<file path="config.mk">
export PLATFORM = sky130hd
export DESIGN_NAME = board_scanout
export DESIGN_NICKNAME = d
export VERILOG_FILES = /design/src/rtl/snake_pkg.sv /design/src/rtl/vga_timing.sv /design/src/rtl/board_scanout.sv
export SDC_FILE = /design/constraint.sdc
export NUM_CORES = 1
export LEC_CHECK = 0
export CAP_MARGIN = 15
export CELL_PAD_IN_SITES_DETAIL_PLACEMENT = 1
export CELL_PAD_IN_SITES_GLOBAL_PLACEMENT = 1
export CORE_MARGIN = 2
export CORE_UTILIZATION = 40
export DETAILED_ROUTE_END_ITERATION = 8
export PLACE_DENSITY = 0.86
export SLEW_MARGIN = 0
export SYNTH_ARGS = -nofsm -noshare
export SYNTH_HDL_FRONTEND = slang
export SYNTH_SLANG_ARGS = --single-unit
</file>
<file path="constraint.sdc">
create_clock -name clk -period 1.65 [get_ports clk]
set_clock_uncertainty 0.1 [all_clocks]
set_input_delay 0.165 -clock clk [delete_from_list [all_inputs] [get_ports clk]]
set_output_delay 0.165 -clock clk [all_outputs]
set_load 0.03 [all_outputs]
</file>
<file path="src/rtl/snake_pkg.sv">
// Shared constants for the snake board: cell codes, board geometry, colours,
// 640x480@60 VGA timing, and the flag bundle carried down the scan-out pipe.
package snake_pkg;

   localparam int WIDTH      = 32;
   localparam int HEIGHT     = 16;
   localparam int CELL_PX    = 16;
   localparam int CELL_SHIFT = 4;

   typedef enum logic [3:0] {
      EMPTY = 4'b0000,
      RIGHT = 4'b0001,
      UP    = 4'b0010,
      LEFT  = 4'b0100,
      DOWN  = 4'b1000,
      APPLE = 4'b1111
   } cell_t;

   localparam logic [7:0] BLACK  = 8'b000_000_00;
   localparam logic [7:0] GREY   = 8'b010_010_01;
   localparam logic [7:0] GREEN  = 8'b000_111_00;
   localparam logic [7:0] YELLOW = 8'b111_111_00;
   localparam logic [7:0] RED    = 8'b111_000_00;
   localparam logic [7:0] WHITE  = 8'b111_111_11;

   localparam int H_VIS        = 640;
   localparam int H_SYNC_START = 656;
   localparam int H_SYNC_END   = 751;
   localparam int H_TOTAL      = 800;
   localparam int V_VIS        = 480;
   localparam int V_SYNC_START = 490;
   localparam int V_SYNC_END   = 491;
   localparam int V_TOTAL      = 525;

   typedef struct packed {
      logic hsync;
      logic vsync;
      logic vis;
      logic board;
      logic frame;
   } scan_flags_t;

   localparam scan_flags_t FLAGS_RST = '{hsync: 1'b1, vsync: 1'b1, vis: 1'b0,
                                         board: 1'b0, frame: 1'b0};

   function automatic logic [7:0] cell_colour(input logic [3:0] code,
                                              input logic       game_over);
      logic [7:0] col;
      case (code)
         EMPTY:                 col = BLACK;
         APPLE:                 col = RED;
         RIGHT, UP, LEFT, DOWN: col = game_over ? YELLOW : GREEN;
         default:               col = WHITE;
      endcase
      return col;
   endfunction

endpackage

</file>
<file path="src/rtl/vga_timing.sv">
// Pixel divider, h/v scan counters and the registered stage-0 sync/visible
// flags for 640x480@60.
module vga_timing
   import snake_pkg::*;
#(
   parameter int PIX_DIV = 2
) (
   input  logic       clk,
   input  logic       rst,
   output logic [9:0] h_cnt,
   output logic [9:0] v_cnt,
   output logic       hsync_raw,
   output logic       vsync_raw,
   output logic       vis,
   output logic       frame
);

   localparam int DIV_W = (PIX_DIV > 1) ? $clog2(PIX_DIV) : 1;

   logic [DIV_W-1:0] div_q, div_d;
   logic [9:0]       h_q, h_d;
   logic [9:0]       v_q, v_d;
   logic             hsync_raw_q, hsync_raw_d;
   logic             vsync_raw_q, vsync_raw_d;
   logic             vis_q, vis_d;
   logic             frame_q, frame_d;
   logic             tick;
   logic             line_end;

   always_comb begin
      tick     = (div_q == DIV_W'(PIX_DIV - 1));
      line_end = (h_q == 10'(H_TOTAL - 1));
      div_d    = tick ? '0 : div_q + DIV_W'(1);
      h_d      = h_q;
      v_d      = v_q;
      if (tick) begin
         h_d = line_end ? '0 : h_q + 10'd1;
         if (line_end) begin
            v_d = (v_q == 10'(V_TOTAL - 1)) ? '0 : v_q + 10'd1;
         end
      end
   end

   // Flags describe the counters as they are now; they land one clk later.
   always_comb begin
      hsync_raw_d = !((h_q >= 10'(H_SYNC_START)) && (h_q <= 10'(H_SYNC_END)));
      vsync_raw_d = !((v_q >= 10'(V_SYNC_START)) && (v_q <= 10'(V_SYNC_END)));
      vis_d       = (h_q < 10'(H_VIS)) && (v_q < 10'(V_VIS));
      frame_d     = (h_q == '0) && (v_q == '0) && (div_q == '0);
   end

   always_ff @(posedge clk or negedge rst) begin
      if (!rst) begin
         div_q       <= '0;
         h_q         <= '0;
         v_q         <= '0;
         hsync_raw_q <= 1'b1;
         vsync_raw_q <= 1'b1;
         vis_q       <= 1'b0;
         frame_q     <= 1'b0;
      end else begin
         div_q       <= div_d;
         h_q         <= h_d;
         v_q         <= v_d;
         hsync_raw_q <= hsync_raw_d;
         vsync_raw_q <= vsync_raw_d;
         vis_q       <= vis_d;
         frame_q     <= frame_d;
      end
   end

   assign h_cnt     = h_q;
   assign v_cnt     = v_q;
   assign hsync_raw = hsync_raw_q;
   assign vsync_raw = vsync_raw_q;
   assign vis       = vis_q;
   assign frame     = frame_q;

endmodule

</file>
<file path="src/rtl/board_scanout.sv">
// Scan-out engine: reads the board RAM through its read port, aligns the
// sync/visible flags with the RAM latency and drives VGA sync and RRRGGGBB.
module board_scanout
   import snake_pkg::*;
#(
   parameter int PIX_DIV  = 2,
   parameter int RAM_LAT  = 2,
   parameter int X_OFFSET = 64,
   parameter int Y_OFFSET = 112
) (
   input  logic       clk,
   input  logic       rst,
   output logic [4:0] rd_x,
   output logic [3:0] rd_y,
   output logic       rd_en,
   input  logic [3:0] rd_data,
   input  logic       game_over,
   output logic       hsync,
   output logic       vsync,
   output logic [7:0] rgb,
   output logic       frame_start
);

   localparam logic [9:0] X_LO = 10'(X_OFFSET);
   localparam logic [9:0] X_HI = 10'(X_OFFSET + WIDTH * CELL_PX);
   localparam logic [9:0] Y_LO = 10'(Y_OFFSET);
   localparam logic [9:0] Y_HI = 10'(Y_OFFSET + HEIGHT * CELL_PX);

   logic [9:0]  h_cnt, v_cnt;
   logic        hsync_raw, vsync_raw, vis, frame;

   logic        board_q, board_d;
   logic        rd_en_q, rd_en_d;
   logic [4:0]  rd_x_q, rd_x_d;
   logic [3:0]  rd_y_q, rd_y_d;

   scan_flags_t s0;
   scan_flags_t dly_q [RAM_LAT];
   scan_flags_t dly_d [RAM_LAT];
   scan_flags_t fl;

   logic        hsync_q, hsync_d;
   logic        vsync_q, vsync_d;
   logic [7:0]  rgb_q, rgb_d;
   logic        frame_start_q, frame_start_d;

   vga_timing #(
      .PIX_DIV (PIX_DIV)
   ) u_timing (
      .clk       (clk),
      .rst       (rst),
      .h_cnt     (h_cnt),
      .v_cnt     (v_cnt),
      .hsync_raw (hsync_raw),
      .vsync_raw (vsync_raw),
      .vis       (vis),
      .frame     (frame)
   );

   // Stage 0 address generation, registered alongside the timing flags.
   always_comb begin
      board_d = (h_cnt >= X_LO) && (h_cnt < X_HI) &&
                (v_cnt >= Y_LO) && (v_cnt < Y_HI);
      rd_en_d = board_d;
      rd_x_d  = board_d ? 5'((h_cnt - X_LO) >> CELL_SHIFT) : rd_x_q;
      rd_y_d  = board_d ? 4'((v_cnt - Y_LO) >> CELL_SHIFT) : rd_y_q;
   end

   always_comb begin
      s0 = '{hsync: hsync_raw, vsync: vsync_raw, vis: vis,
             board: board_q, frame: frame};
      dly_d[0] = s0;
      for (int i = 1; i < RAM_LAT; i++) begin
         dly_d[i] = dly_q[i-1];
      end
   end

   // fl is aligned with rd_data for the same pixel.
   always_comb begin
      fl            = dly_q[RAM_LAT-1];
      hsync_d       = fl.hsync;
      vsync_d       = fl.vsync;
      frame_start_d = fl.frame;
      if (!fl.vis) begin
         rgb_d = BLACK;
      end else if (!fl.board) begin
         rgb_d = GREY;
      end else begin
         rgb_d = cell_colour(rd_data, game_over);
      end
   end

   always_ff @(posedge clk or negedge rst) begin
      if (!rst) begin
         board_q       <= 1'b0;
         rd_en_q       <= 1'b0;
         rd_x_q        <= '0;
         rd_y_q        <= '0;
         for (int i = 0; i < RAM_LAT; i++) begin
            dly_q[i] <= FLAGS_RST;
         end
         hsync_q       <= 1'b1;
         vsync_q       <= 1'b1;
         rgb_q         <= BLACK;
         frame_start_q <= 1'b0;
      end else begin
         board_q       <= board_d;
         rd_en_q       <= rd_en_d;
         rd_x_q        <= rd_x_d;
         rd_y_q        <= rd_y_d;
         dly_q         <= dly_d;
         hsync_q       <= hsync_d;
         vsync_q       <= vsync_d;
         rgb_q         <= rgb_d;
         frame_start_q <= frame_start_d;
      end
   end

   assign rd_x        = rd_x_q;
   assign rd_y        = rd_y_q;
   assign rd_en       = rd_en_q;
   assign hsync       = hsync_q;
   assign vsync       = vsync_q;
   assign rgb         = rgb_q;
   assign frame_start = frame_start_q;

endmodule
</file>
* After elaboration in Yosys (flattened, before gate mapping)
Cells that the tools add are included.
Storage, ports and cells: flip-flop bits (word level) 56, input bits 7, output and inout port bits 21
Operators by class: add/subtract/negate cells 5, $lt $le $gt $ge 10, eq/ne operators 7, muxes and demuxes 7, bitwise logic cells 1, reductions and logical operators 15
Operators with widths (count):
- 2-to-1 mux 8 bit | 3
- one-hot mux 8 bit (3 select lines) | 1
- adder 10 x 1 -> 10 bit, second input constant | 2
- equality test 10 bit, second input constant | 2
- greater-or-equal comparator 10 x 7 -> 1 bit, second input constant | 2
- zero test 10 bit | 2
- < comparator 10 bit, second input constant | 2
- < comparator 10 x 9 -> 1 bit, second input constant | 2
- 2-to-1 mux 10 bit | 2
- greater-or-equal comparator 10 bit, second input constant | 1
- greater-or-equal comparator 10 x 9 -> 1 bit, second input constant | 1
- less-or-equal comparator 10 bit, second input constant | 1
- less-or-equal comparator 10 x 9 -> 1 bit, second input constant | 1
- subtractor 9 x 7 -> 9 bit, second input constant | 1
- equality test 4 bit, second input constant | 2
- logical AND 1 bit | 8
- subtractor 8 x 7 -> 8 bit, second input constant | 1
- equality test 4 x 1 -> 1 bit, second input constant | 1
- equality test 4 x 2 -> 1 bit, second input constant | 1
- equality test 4 x 3 -> 1 bit, second input constant | 1
- zero test 4 bit | 1
- OR reduction 4 bit | 1
- zero test 1 bit | 2
- AND reduction 2 bit | 1
- other kinds (3) | 3

* Logic depth before layout (Yosys ltp)
depth in word-level cells 5, depth in mapped cells 7, depth with buffers taken out 6

* Hierarchy
From an unflattened synthesis, not the netlist that was laid out.
Second synthesis, totals: cells, all modules 197, area, all modules 2402.3 µm²
Modules (own cells, without submodules):
- vga_timing | times used 1, cells an instance 121, area each 1293.7 µm²
- board_scanout | times used 1, cells an instance 76, area each 1108.6 µm²

* Worst setup path after synthesis
No wires, ideal clock.
kind register -> register, start register u_timing.h_q[7] (netlist: u_timing.h_cnt[7]), end register rd_x_q[0] (netlist: rd_x[0]), data arrival time 1587 ps, path slack -161 ps, cell stages (with the launch flop) 7, buffers on the path 0, path through dfrtp_1 inv_1 ha_1 nor4bb_1 a211o_1 nand3_4 mux2_2
Between the ends: longest elaborated chain between the ends 4, elaborated cells on any way between the ends 5, classes of those cells 2 x order compare; 3 x reduce/logical
RTL lines:
- start, declared | line vga_timing.sv:21 | logic [9:0] h_q, h_d;
- start signal, assigned | line vga_timing.sv:55 | h_q <= '0;
- start signal, assigned | line vga_timing.sv:63 | h_q <= h_d;
- greater-or-equal comparator 10 x 7 -> 1 bit or < comparator 10 bit (tied branches) | line board_scanout.sv:62 | board_d = (h_cnt >= X_LO) && (h_cnt < X_HI) &&
- logical AND 1 bit (*) (2 in a row) | line board_scanout.sv:62
- logical AND 1 bit (*) | line board_scanout.sv:63 | (v_cnt >= Y_LO) && (v_cnt < Y_HI);
- end signal, assigned | line board_scanout.sv:109 | rd_x_q <= rd_x_d;
- end, declared | line board_scanout.sv:34 | logic [4:0] rd_x_q, rd_x_d;
Mark *: on every way between the ends. The rest lies on a longest branch, timed or not. A chain may end at the register's enable or synchronous reset.

* Worst setup path in the final report
start register u_timing.h_q[1] (netlist: u_timing.h_cnt[1]), end register rd_x_q[2] (netlist: rd_x[2])
Between the ends: longest elaborated chain between the ends 4, elaborated cells on any way between the ends 6, classes of those cells 1 x add/sub; 2 x order compare; 3 x reduce/logical
RTL lines (line):
- greater-or-equal comparator 10 x 7 -> 1 bit or < comparator 10 bit (tied branches) | board_scanout.sv:62
- logical AND 1 bit (2 in a row) | board_scanout.sv:62
- logical AND 1 bit | board_scanout.sv:63
Several ways; a longest one is shown, not always the timed one.

==> results.py <==
metrics = {
    "critical_path": {
        "largest_stage_delay_on_the_critical_path_ns": 0.41,
        "worst_setup_path_start_kind": "register",
        "timing.critical_path.required_ns": 1.75,
        "critical_path.max_fanout": 5,
        "timing.critical_path.buf_inv": 1,
        "timing.rr.start": "u_timing.h_cnt[1]",
        "worst_r2r_endpoint": "rd_x[2]",
        "cpLargestDelayFamily": "simple AND/OR/NAND/NOR gates",
        "category_of_the_critical_setup_timing_path": "register to register",
        "worst_setup_path_end_kind": "register",
        "critPathSlowestCell": "sky130_fd_sc_hd__dfrtp_1",
        "rr_worst_depth": 6,
        "critPathArrivalTime_ns": 1.96,
        "cp_cell_sequence": "inv_2, ha_4, nor4bb_4, a211o_4, nand3_4, mux2_4",
        "reg2reg_slack_ns": -0.21,
    },
    "floorplanning": {
        "floorplan.die_area_sq_um": 6940,
        "rows": 28,
        "die_height_microns": 83.3,
        "top_level_pins": 28,
        "initial_core_util_pct": 42.0,
        "die_x_microns": 83.3,
        "design.core.area_sq_um": 5990,
    },
    "power_and_ir_drop": {
        "total_leakage_power_nw": 1.79,
        "powerDensity_nw_per_um2": 621,
        "vdd_drop_max_v": 0.000559,
        "power_mw": 2.31,
    },
    "timing": {
        "timing.max_slew.rel_slack_pct": 65.6,
        "timing.hold.ws_ns": 0.260,
        "finalHoldViolations": 0,
        "finalSetupViolations": 29,
        "fmaxAchievable_ghz": 0.538,
        "layout_worst_path_cycle_share_pct": 113,
        "worst_pin_slew_ns": 0.515,
        "fin_ws_ns": -0.209,
        "maxSlewViolCount": 0,
        "grt_setup_unrepaired": "true",
        "fin_crit_ns": 1.86,
    },
    "detailed_routing": {
        "drc_violation_count_after_routing": 0,
        "viasPerCell": 5.91,
        "detailedRoute.firstPassIterationCount": 4,
        "ant_nets": 0,
        "first_iter_violations": 127,
        "routed-via-count": 2221,
        "route.final.wire_length_mm": 9.63,
        "avgRoutedWirePerCell_microns": 25.6,
    },
    "place": {
        "post-dp-hpwl_mm": 4.60,
        "place_inst": 352,
        "gp_congestion": 0.804,
        "port_buffers": 27,
    },
    "status": {
        "violations": "setup timing",
        "run_status": "finished, violations left",
    },
    "logic_synthesis": {
        "synth_largest_area_cell": "sky130_fd_sc_hd__dfrtp_1",
        "synth_nets": 240,
        "syn_area_sq_um": 2520,
        "synth_ff_type": "sky130_fd_sc_hd__dfrtp_1",
        "netlist_instances": 221,
        "synthDistinctLibCells": 47,
        "synth_async_sr_flop_share_pct": 100,
        "synth_area_leaders": "sky130_fd_sc_hd__dfrtp_1 46%, sky130_fd_sc_hd__dfstp_2 8.3%, sky130_fd_sc_hd__ha_1 6.0%",
        "yosys.area.top_type_share_pct": 45.7,
        "post_synth.cell_area_avg_sq_um": 11.4,
        "synth.ff_latch_count": 54,
        "proportion_of_synthesized_chip_area_in_sequential_cells_pct": 54.1,
        "synth-edff-count": 0,
        "synth.yosys.warnings": 0,
    },
    "clock_network": {
        "cts_buffer_depth": 2,
        "clkSlewWorstSetupHoldPaths_ns": 0.10,
        "cts.htree.levels": 2,
        "numCtsBuffers": 5,
        "cts_tree": "done",
        "clock_sink_count": 54,
        "buffer_type_at_the_clock_tree_root": "sky130_fd_sc_hd__clkbuf_8",
        "clock_latency_of_the_later_clocked_register_in_the_worst_skew_pair_ns": 0.32,
    },
    "cells_and_area": {
        "final_core_util_pct": 62.1,
        "drive_above_1_share_pct": 42.2,
        "num-fill-cells": 585,
        "areaGrowthSynthToFinish_pct": 47.8,
        "antenna_cells": 0,
        "number_of_nets_in_the_final_layout": 319,
        "final-instance-count-excl-fill": 376,
    },
    "min_path": {
        "hold_depth": 0,
        "min-delay-start": "dly_d[4]",
        "min_to": "hsync_d",
        "min-delay-path-class": "register to register",
    },
    "global_routing": {
        "first_global_vias": 2370,
        "grt_pass1_wl_mm": 13.5,
        "antenna_found_initial": 0,
        "pin_count_of_the_biggest_net_entering_global_routing": 55,
        "overall_global_routing_usage_pct": 25.2,
        "grt_remaining_overflow": 0,
    },
    "flow_run": {
        "drv_cap": 0,
    },
}
-- layout by cell type (no fill, tap or decap), types with 7 or more instances in the layout --
master,count
sky130_fd_sc_hd__nand3_1,11
sky130_fd_sc_hd__nand4_1,7
sky130_fd_sc_hd__nand2_1,14
sky130_fd_sc_hd__dfrtp_1,44
sky130_fd_sc_hd__buf_4,40
sky130_fd_sc_hd__clkdlybuf4s50_1,16
sky130_fd_sc_hd__buf_6,9
sky130_fd_sc_hd__mux2_4,8
sky130_fd_sc_hd__dfstp_2,8
sky130_fd_sc_hd__a21oi_2,7
-- cells in the mapped netlist, types with 2 or more instances --
library cell / n
sky130_fd_sc_hd__inv_1: 12
sky130_fd_sc_hd__a211oi_1: 2
sky130_fd_sc_hd__mux2i_1: 3
sky130_fd_sc_hd__nand3_1: 12
sky130_fd_sc_hd__nor2b_1: 2
sky130_fd_sc_hd__nand4_1: 7
sky130_fd_sc_hd__a211o_1: 2
sky130_fd_sc_hd__a21oi_1: 10
sky130_fd_sc_hd__o22ai_1: 4
sky130_fd_sc_hd__buf_6: 2
sky130_fd_sc_hd__and3_1: 5
sky130_fd_sc_hd__and4b_1: 2
sky130_fd_sc_hd__nand2_1: 16
sky130_fd_sc_hd__ha_1: 12
sky130_fd_sc_hd__maj3_1: 2
sky130_fd_sc_hd__nor4b_1: 2
sky130_fd_sc_hd__and4_1: 2
sky130_fd_sc_hd__xnor2_1: 4
sky130_fd_sc_hd__a21boi_0: 3
sky130_fd_sc_hd__xor2_1: 5
sky130_fd_sc_hd__buf_2: 2
sky130_fd_sc_hd__o21ai_0: 11
sky130_fd_sc_hd__nor2_1: 7
sky130_fd_sc_hd__dfrtp_1: 46
sky130_fd_sc_hd__mux2_2: 9
sky130_fd_sc_hd__buf_4: 2
sky130_fd_sc_hd__nand2b_1: 2
sky130_fd_sc_hd__or3_1: 4
sky130_fd_sc_hd__nor3_1: 3
sky130_fd_sc_hd__o211ai_1: 2
sky130_fd_sc_hd__dfstp_2: 8
-- area by class of cell --
class | count | area, sq um | share of cell area [%]
multi-input cells | 148 | 1370 | 36.9
inverters | 12 | 52.6 | 1.41
well taps | 75 | 93.8 | 2.52
flip-flops and latches | 54 | 1360 | 36.7
clock buffers | 6 | 72.6 | 1.95
repair buffers | 79 | 727 | 19.5
clock inverters | 2 | 37.5 | 1.01
-- state kept, by name, indices dropped and copies added, names as in the netlist, 2 cells and up --
name,flops
rd_y,4
dly_d,5
u_timing.h_cnt,10
u_timing.v_cnt,10
rgb,6
dly_q,2
rd_x,5
-- per-layer routing --
metal | share of wire, % | wire length, microns | GRT usage (%) | vias to the layer above
li1 | - | - | - | 952
met5 | 0 | 0 | 0 | -
met3 | 4.8 | 467 | 4.17 | 28
met4 | 3.5 | 334 | 6.56 | 0
met2 | 53 | 5120 | 48.3 | 97
met1 | 39 | 3710 | 28.7 | 1144
-- what timing repair did --
action,CTS,global route
hold endpoints to repair,46,0
gates resized for setup,64,27
endpoints found under the setup margin,31,36
buffers inserted,6,9
gates cloned,1,0
pin swaps,6,8
hold buffers,1,0
-- logic make-up (layout without fill, tap and decap cells) --
logic type                 after synthesis  after routing  synth area share [%]
adders and majority gates               14             14                  6.76
DFF                                     54             54                  54.1
and+or+nand+nor                         72             73                  16.8
xor gates and xnor gates                 9              9                  3.13
muxes                                   12             12                  5.22
buffers and inverters                   20             99                  4.03
AOI/OAI and AO/OA                       40             40                  9.99
-- worst register-to-register path: stages (launching register included) --
cell	delay (ns)
sky130_fd_sc_hd__dfrtp_1	0.41
sky130_fd_sc_hd__inv_2	0.08
sky130_fd_sc_hd__ha_4	0.13
sky130_fd_sc_hd__nor4bb_4	0.30
sky130_fd_sc_hd__a211o_4	0.22
sky130_fd_sc_hd__nand3_4	0.15
sky130_fd_sc_hd__mux2_4	0.35
-- worst max-delay path by stage --
stage,cells after the start,startpoint,end,slack (ns)
6_report,6,u_timing.h_cnt[1],rd_x[2],-0.21
4_1_cts,6,u_timing.h_cnt[7],rd_x[1],-0.18
2_1_floorplan,6,u_timing.h_cnt[0],rd_x[0],-0.09
5_1_grt,6,u_timing.h_cnt[1],rd_x[2],-0.26
3_3_place_gp,6,u_timing.h_cnt[1],rd_x[1],-0.11
3_5_place_dp,6,u_timing.h_cnt[1],rd_x[2],-0.20
-- where the power goes --
part           switching, mW  internal, mW
Combinational         0.0432        0.0252
Clock                  0.466         0.454
Sequential                 0          1.32
-- through the flow --
stage | instance area (sq um) | worst slack, ns | TNS [ns]
after floorplan | 2540 | -0.0945 | -0.756
after global placement | 3130 | -0.107 | -1.20
after detailed placement | 3130 | -0.202 | -2.76
after CTS | 3550 | -0.176 | -2.28
after global routing | 3720 | -0.255 | -5.14
final | 3720 | -0.209 | -3.88
No activity file was read; power rests on OpenSTA's default activity.
